File: src/rtl/dip_word_loader.sv
// Purpose: synchronize/debounce the load button and pack NBYTES switch bytes into one word.
// Latency: DEBOUNCE_CYCLES+3 cycles from a clean button edge to the byte being captured.
// Backpressure: holds word/word_valid while word_ready is low; presses are dropped while full.
//
// Ports:
//   clk, rst    system clock; asynchronous active-high reset
//   btn, dip    raw button and switch byte from the panel (asynchronous to clk)
//   hex_val     byte for the hex display: live switches while collecting, last byte when full
//   byte_idx    bytes captured so far in the current word
//   word        assembled word, first-entered byte in the most significant position
//   word_valid  word complete and offered downstream
//   word_ready  downstream accepts the word when high together with word_valid
module dip_word_loader #(
   parameter int NBYTES          = 8,
   parameter int DEBOUNCE_CYCLES = 12000
) (
   input  logic                          clk,
   input  logic                          rst,
   input  logic                          btn,
   input  logic [7:0]                    dip,
   output logic [7:0]                    hex_val,
   output logic [$clog2(NBYTES+1)-1:0]   byte_idx,
   output logic [8*NBYTES-1:0]           word,
   output logic                          word_valid,
   input  logic                          word_ready
);

   localparam int W  = 8 * NBYTES;
   localparam int BW = $clog2(NBYTES + 1);
   localparam int DW = $clog2(DEBOUNCE_CYCLES);

   typedef enum logic {COLLECT, FULL} state_t;

   state_t          state_q, state_d;
   logic            btn_m, btn_s;
   logic [7:0]      dip_m, dip_s;
   logic            btn_db;
   logic [DW-1:0]   deb_cnt;
   logic            press;
   logic [W-1:0]    word_d;
   logic [BW-1:0]   byte_idx_d;

   // Two-flop synchronizers for the button and every switch bit.
   always_ff @(posedge clk or posedge rst) begin
      if (rst) begin
         btn_m <= 1'b0;
         btn_s <= 1'b0;
         dip_m <= '0;
         dip_s <= '0;
      end else begin
         btn_m <= btn;
         btn_s <= btn_m;
         dip_m <= dip;
         dip_s <= dip_m;
      end
   end

   // Debouncer: a level change is accepted only after it has been stable for
   // DEBOUNCE_CYCLES synchronized cycles. press is registered together with the
   // btn_db update so it is high exactly in the cycle after btn_db rises.
   always_ff @(posedge clk or posedge rst) begin
      if (rst) begin
         btn_db  <= 1'b0;
         deb_cnt <= '0;
         press   <= 1'b0;
      end else begin
         press <= 1'b0;
         if (btn_s == btn_db) begin
            deb_cnt <= '0;
         end else if (deb_cnt == DW'(DEBOUNCE_CYCLES - 1)) begin
            btn_db  <= btn_s;
            deb_cnt <= '0;
            press   <= btn_s;
         end else begin
            deb_cnt <= deb_cnt + DW'(1);
         end
      end
   end

   always_ff @(posedge clk or posedge rst) begin
      if (rst) begin
         state_q  <= COLLECT;
         word     <= '0;
         byte_idx <= '0;
      end else begin
         state_q  <= state_d;
         word     <= word_d;
         byte_idx <= byte_idx_d;
      end
   end

   always_comb begin
      state_d    = state_q;
      word_d     = word;
      byte_idx_d = byte_idx;
      word_valid = 1'b0;
      hex_val    = dip_s;
      case (state_q)
         COLLECT: begin
            if (press) begin
               // Shift left one byte; the truncating cast also covers NBYTES == 1.
               word_d     = W'({word, dip_s});
               byte_idx_d = byte_idx + BW'(1);
               if (byte_idx_d == BW'(NBYTES))
                  state_d = FULL;
            end
         end
         FULL: begin
            word_valid = 1'b1;
            hex_val    = word[7:0];
            // Any press in this state is dropped, including one coinciding with the handshake.
            if (word_ready) begin
               byte_idx_d = '0;
               state_d    = COLLECT;
            end
         end
         default: state_d = COLLECT;
      endcase
   end

endmodule

File: config.mk
export PLATFORM = sky130hd
export DESIGN_NAME = dip_word_loader
export DESIGN_NICKNAME = d
export VERILOG_FILES = /design/src/rtl/dip_word_loader.sv
export SDC_FILE = /design/constraint.sdc
export NUM_CORES = 1
export LEC_CHECK = 0
export CORE_MARGIN = 3
export CORE_UTILIZATION = 55
export CTS_CLUSTER_SIZE = 14
export DETAILED_ROUTE_END_ITERATION = 8
export GPL_ROUTABILITY_DRIVEN = 0
export MAX_ROUTING_LAYER = met4
export PLACE_DENSITY = 0.95
export SLEW_MARGIN = 40
export SYNTH_ARGS = -nofsm -noshare
export SYNTH_HDL_FRONTEND = slang
export SYNTH_SLANG_ARGS = --single-unit
File: constraint.sdc
create_clock -name clk -period 9.7 [get_ports clk]
set_clock_uncertainty 0.2 [all_clocks]
set_input_delay 0.97 -clock clk [delete_from_list [all_inputs] [get_ports clk]]
set_output_delay 0.97 -clock clk [all_outputs]
set_load 0.1 [all_outputs]
==> impl_metrics.yaml, run 1 <==
status:
  status: "complete, no violations"
sta:
  setup-violations-final: 0
  rsz0062_at_grt: "false"
  maxSlewHeadroom_pct: 56.9
  slew_viol_final: 0
  period_minus_slack_ns: 2.91
  worst_pin_slew_ns: 0.646
  finalHoldViolCount: 0
  tns_ns: 0
  max_freq_mhz: 344
  period_share_pct: 30.0
finish:
  drive_above_1_share_pct: 51.0
  area_delta_synth_final_pct: 18.3
  nNetsFinal: 372
  layout_commonest_cell: "dfrtp_1"
  insertedDiodeCount: 0
  layout_common_cells: "dfrtp_1, buf_2, mux2_4, mux2_2"
  stdcell_area_sq_um: 5000
  fin_util_pct: 67.8
routing:
  first_iter_violations: 97
  viasPerCell: 5.17
  ant_nets: 0
  remaining_drc_errors: 0
  wirelength_mm: 7.12
  wl_per_cell_um: 15.5
  dr_total_vias: 2378
  firstDrtPassIters: 4
yosys:
  yosysTopAreaCell: "dfrtp_1"
  netlist.area_leader.share_pct: 61.0
  synthTopCellsByArea: "dfrtp_1, mux2_4, mux2_2"
  ys_seq_area_share_pct: 61.0
  synthCells: 263
  synth.cell_area_sq_um: 4230
  synth.avg_cell_area_sq_um: 16.1
  ys_seq_elements: 103
  yosysWarningCount: 0
  syn-num-nets: 279
  synth.distinct_cells: 30
power_and_ir_drop:
  p_int_uw: 546
  p_leak_nw: 2.73
  clkPwrFrac_pct: 34.7
  ir_drop_mv: 0.0929
  p_per_area_nw_per_um2: 144
  p_seq_share_pct: 60.7
  combPwrFrac_pct: 4.5
  p_switching_uw: 174
  swShare_pct: 24.1
floorplanning:
  start_util_pct: 57.4
  pin_count: 89
  dieWidth_um: 93.7
  core-area_sq_um: 7370
  rows: 31
  die_area_sq_um: 8770
  die_h_um: 93.7
place:
  dpl.hpwl_mm: 5.18
  io_buffers: 88
  placed_area_sq_um: 4810
setup_path:
  critPathCaptureType: "primary output"
  reg2reg_from: "state_q"
  cp-start-kind: "flop"
  crit_fanout: 16
  crit_required_ns: 8.53
  worstSetupPathType: "reg2out"
  rrSetupSlack_ns: 7.45
  cp-startpoint: "state_q"
  ff2ff_path_depth: 4
  arrival_ns: 1.74
cts:
  clk_pin_slew_ns: 0.10
  clk_latency_ns: 0.35
  cts_made_buffers: 9
  post_cts_buffers: 0
  clock_path_buffers: 2
  cts_root_buf: "clkbuf_8"
  cts_tree: "yes"
  cts_hold_buf: 0
  cts_max_level: 3
  cts-resized-gates: 0
  cts_num_sinks: 103
global_route:
  grt_max_degree: 55
  antenna_found_initial: 0
  grt_pass1_wl_mm: 12.0
  overflow: 0
  grt_usage_pct: 18.0
  first_global_vias: 2410
worst_hold_path:
  hold_depth: 0
  hold_start: "dip_m[4]"
  hold_path.class: "reg2reg"
flow_run:
  maxCapViolCount: 0
-- final cells by class --
type / instances / area, sq um
timing repair buffer: 91 / 543
multi-input combinational: 150 / 1560
clock inverter: 6 / 51.3
clock buffer: 10 / 138
fill: 548 / 2370
inverter: 1 / 6.26
tap: 99 / 124
sequential: 103 / 2580
-- logic make-up (layout without fill, tap and decap cells) --
kind of cell / count (synthesis) / after routing / synth area share [%]
flops: 103 / 103 / 61.0
mux: 74 / 74 / 24.1
simple gates: 49 / 49 / 6.99
xor+xnor: 18 / 18 / 3.73
buf+inv: 10 / 108 / 2.28
compound gates: 5 / 5 / 0.711
fa+ha+maj: 4 / 4 / 1.18
-- flip-flops by register name, indices dropped and copies added, names as in the netlist --
signal and flops:
btn_db 1, btn_s 1, deb_cnt 14, word 64, dip_s 8, byte_idx 4, press 1, dip_m 8
state_q 1, btn_m 1
-- path summary, 6_finish.rpt --
| kind | endpoint |
|---|---|
| max in group asynchronous | deb_cnt[4] |
| worst max-delay path | hex_val[5] |
| worst max register to register | word[19] |
| worst min register to register | dip_s[4] |
| min in group asynchronous | word[15] |
| worst min-delay path | dip_s[4] |
-- synthesized netlist by cell type --
library cell  number
buf_2              2
mux2i_1            1
nand3_1            4
nor2b_1            1
nor4_2             1
o22ai_1            1
o21ai_0            3
nand2_2            1
xnor2_1            7
nor2_2             9
nor3_1             1
and3_1             6
nand4_2            1
buf_8              1
ha_1               4
a31o_1             1
nand2_1            9
mux2_2            23
dfrtp_1          103
nor4b_2            1
xor2_1            11
and4_1             2
buf_6              6
nand4_1            6
mux2_4            50
nor2_1             4
nand2b_1           1
and2_1             1
inv_1              1
nor3b_1            1
-- critical path, cell delays in order (launching register included) --
cell     delay (ns)
dfrtp_1        0.69
mux2_2         0.40
buf_2          0.29
-- stage by stage --
stage	power, mW	std cells	setup slack, ns	hold slack (ns)
global placement	0.480	442	6.50	0.132
CTS	0.730	460	6.76	0.159
detailed placement	0.479	444	6.90	0.135
finish	0.720	460	6.79	0.156
floorplan	0.469	263	5.83	0.131
global route	0.752	460	6.69	0.167
-- routing by layer --
| layer | GRT usage (%) | part of all wire (%) | wire [um] | vias up |
|---|---|---|---|---|
| li1 | - | - | - | 1111 |
| met1 | 25.7 | 47 | 3360 | 1176 |
| met2 | 26.3 | 46 | 3290 | 81 |
| met3 | 3.21 | 5.6 | 397 | 10 |
| met4 | 6.26 | 1.0 | 72 | 0 |
| met5 | - | 0 | 0 | - |
-- power groups by stage --
stage          registers [mW]  logic [mW]  clock network [mW]
6_report                0.437      0.0325               0.250
4_1_cts                 0.437      0.0334               0.259
3_5_place_dp            0.446      0.0334                   0
2_1_floorplan           0.445      0.0244                   0
3_3_place_gp            0.446      0.0344                   0
5_1_grt                 0.438      0.0358               0.278
No activity file was read; power rests on OpenSTA's default activity.
==> inputs of run 2 (changes only) <==
Settings changed: CORE_UTILIZATION 55 to 46, PLACE_DENSITY 0.95 to 0.88.
Clock period 9.7 ns to 2.5 ns, I/O delays scaled along.
==> impl_metrics.yaml, run 2 (synthesis results as in run 1) <==
status:
  status: "complete, no violations"
routing:
  viasPerCell: 5.03
  wirelength_mm: 7.21
  ant_nets: 0
  wl_per_cell_um: 15.3
  firstDrtPassIters: 4
  remaining_drc_errors: 0
  dr_total_vias: 2371
  first_iter_violations: 123
floorplanning:
  die_area_sq_um: 10400
  rows: 34
  dieWidth_um: 102
  core-area_sq_um: 8810
  die_h_um: 102
  pin_count: 89
  start_util_pct: 48.0
setup_path:
  cp-start-kind: "flop"
  timing.rr.end: "deb_cnt[2]"
  cp-startpoint: "state_q"
  rrSetupSlack_ns: 0.66
  worstSetupPathType: "reg2out"
  worstPathCellList: "buf_4, mux2_2, buf_12"
  crit_fanout: 15
  worst-path-stages: 3
  reg2reg_from: "deb_cnt[0]"
  ff2ff_path_depth: 5
  cp-endpoint: "hex_val[7]"
  arrival_ns: 1.48
  crit_required_ns: 2.05
  slowest_stage: "mux2_2"
  path_delay_family: "multiplexers"
  critPathBufInv: 2
  slowest_delay_ns: 0.39
  critPathCaptureType: "primary output"
sta:
  worst_pin_slew_ns: 0.502
  rsz0062_at_grt: "false"
  setup-violations-final: 0
  finalHoldViolCount: 0
  period_minus_slack_ns: 1.93
  max_freq_mhz: 517
  period_share_pct: 77.3
  slew_viol_final: 0
  holdWs_ns: 0.129
  maxSlewHeadroom_pct: 66.6
  tns_ns: 0
cts:
  clk_latency_ns: 0.35
  post_cts_buffers: 0
  cts_made_buffers: 9
  cts_root_buf: "clkbuf_8"
  clock_path_buffers: 2
  clk_pin_slew_ns: 0.09
  cts_num_sinks: 103
  cts_tree: "yes"
  cts_max_level: 3
finish:
  stdcell_area_sq_um: 5320
  area_delta_synth_final_pct: 25.9
  largest_reg_flops: 64
  multi_input_area_sq_um: 1560
  drive_above_1_share_pct: 50.7
  insertedDiodeCount: 0
  regArea_sq_um: 2580
  fillers: 661
  fin_util_pct: 60.4
  layout_common_cells: "dfrtp_1, buf_4, mux2_4, mux2_2"
  nNetsFinal: 374
  top_regs: "word x64, deb_cnt x14"
  largest_register: "word"
  layout_commonest_cell: "dfrtp_1"
power_and_ir_drop:
  power_mw: 2.76
  p_leak_nw: 2.77
  p_per_area_nw_per_um2: 518
  ir_drop_mv: 0.348
worst_hold_path:
  hold_start: "dip[6]"
  hold_path.class: "in2reg"
global_route:
  antenna_found_initial: 0
  first_global_vias: 2409
  grt_pass1_wl_mm: 12.0
  grt_usage_pct: 15.1
  grt_max_degree: 98
  overflow: 0
place:
  dpl.hpwl_mm: 5.25
  placed_area_sq_um: 5140
  io_buffers: 88
flow_run:
  maxCapViolCount: 0
==> run 2: where the power goes <==
group | switching (mW) | internal [mW] | total [mW]
combinational | 0.0999 | 0.0555 | 0.155
clock | 0.538 | 0.367 | 0.905
sequential | 0.0131 | 1.68 | 1.70
total | 0.651 | 2.11 | 2.76
==> run 2: final cells by class <==
| cell class | count | share of cell area, % |
|---|---|---|
| clock buffers | 10 | 2.40 |
| repair buffers | 93 | 16.3 |
| well taps | 108 | 2.54 |
| multi-input cells | 150 | 29.3 |
| clock inverters | 6 | 0.893 |
| inverters | 1 | 0.141 |
| flip-flops and latches | 103 | 48.4 |
==> run 2: per-layer routing <==
layer  GRT usage, %  vias to the layer above  share of wire (%)
li1               -                     1107                  -
met1           20.4                     1191                 46
met2           22.8                       69                 48
met3           4.03                        4                5.5
met4           3.94                        0               0.76
met5              -                        -                  0
==> run 2: worst register-to-register path: stages, from the launching register on <==
cell	delay (ns)
dfrtp_1	0.48
ha_1	0.25
and3_1	0.23
nand4_2	0.18
nand2_2	0.30
nor2_1	0.09
==> run 2: timing repair <==
item,4_1_cts,5_1_grt
setup endpoints to repair,0,0
hold endpoints to repair,6,0
gates resized for setup,0,0
hold buffers,1,0
==> run 2: how the worst min path moves through the flow <==
stage                     slack, ns  cells past startpoint       end
after CTS                      0.11                      1  dip_m[6]
after global routing           0.10                      1  dip_m[0]
after global placement         0.13                      0  dip_s[5]
after floorplan                0.08                      0     btn_m
final                          0.13                      1  dip_m[6]
after detailed placement       0.14                      0  dip_s[7]
==> run 2: per-stage QoR <==
| stage | setup slack (ns) | instances |
|---|---|---|
| 3_3_place_gp | 0.681 | 454 |
| 5_1_grt | 0.491 | 471 |
| 4_1_cts | 0.535 | 471 |
| 3_5_place_dp | 0.629 | 454 |
| 2_1_floorplan | 0.173 | 263 |
| 6_report | 0.567 | 471 |
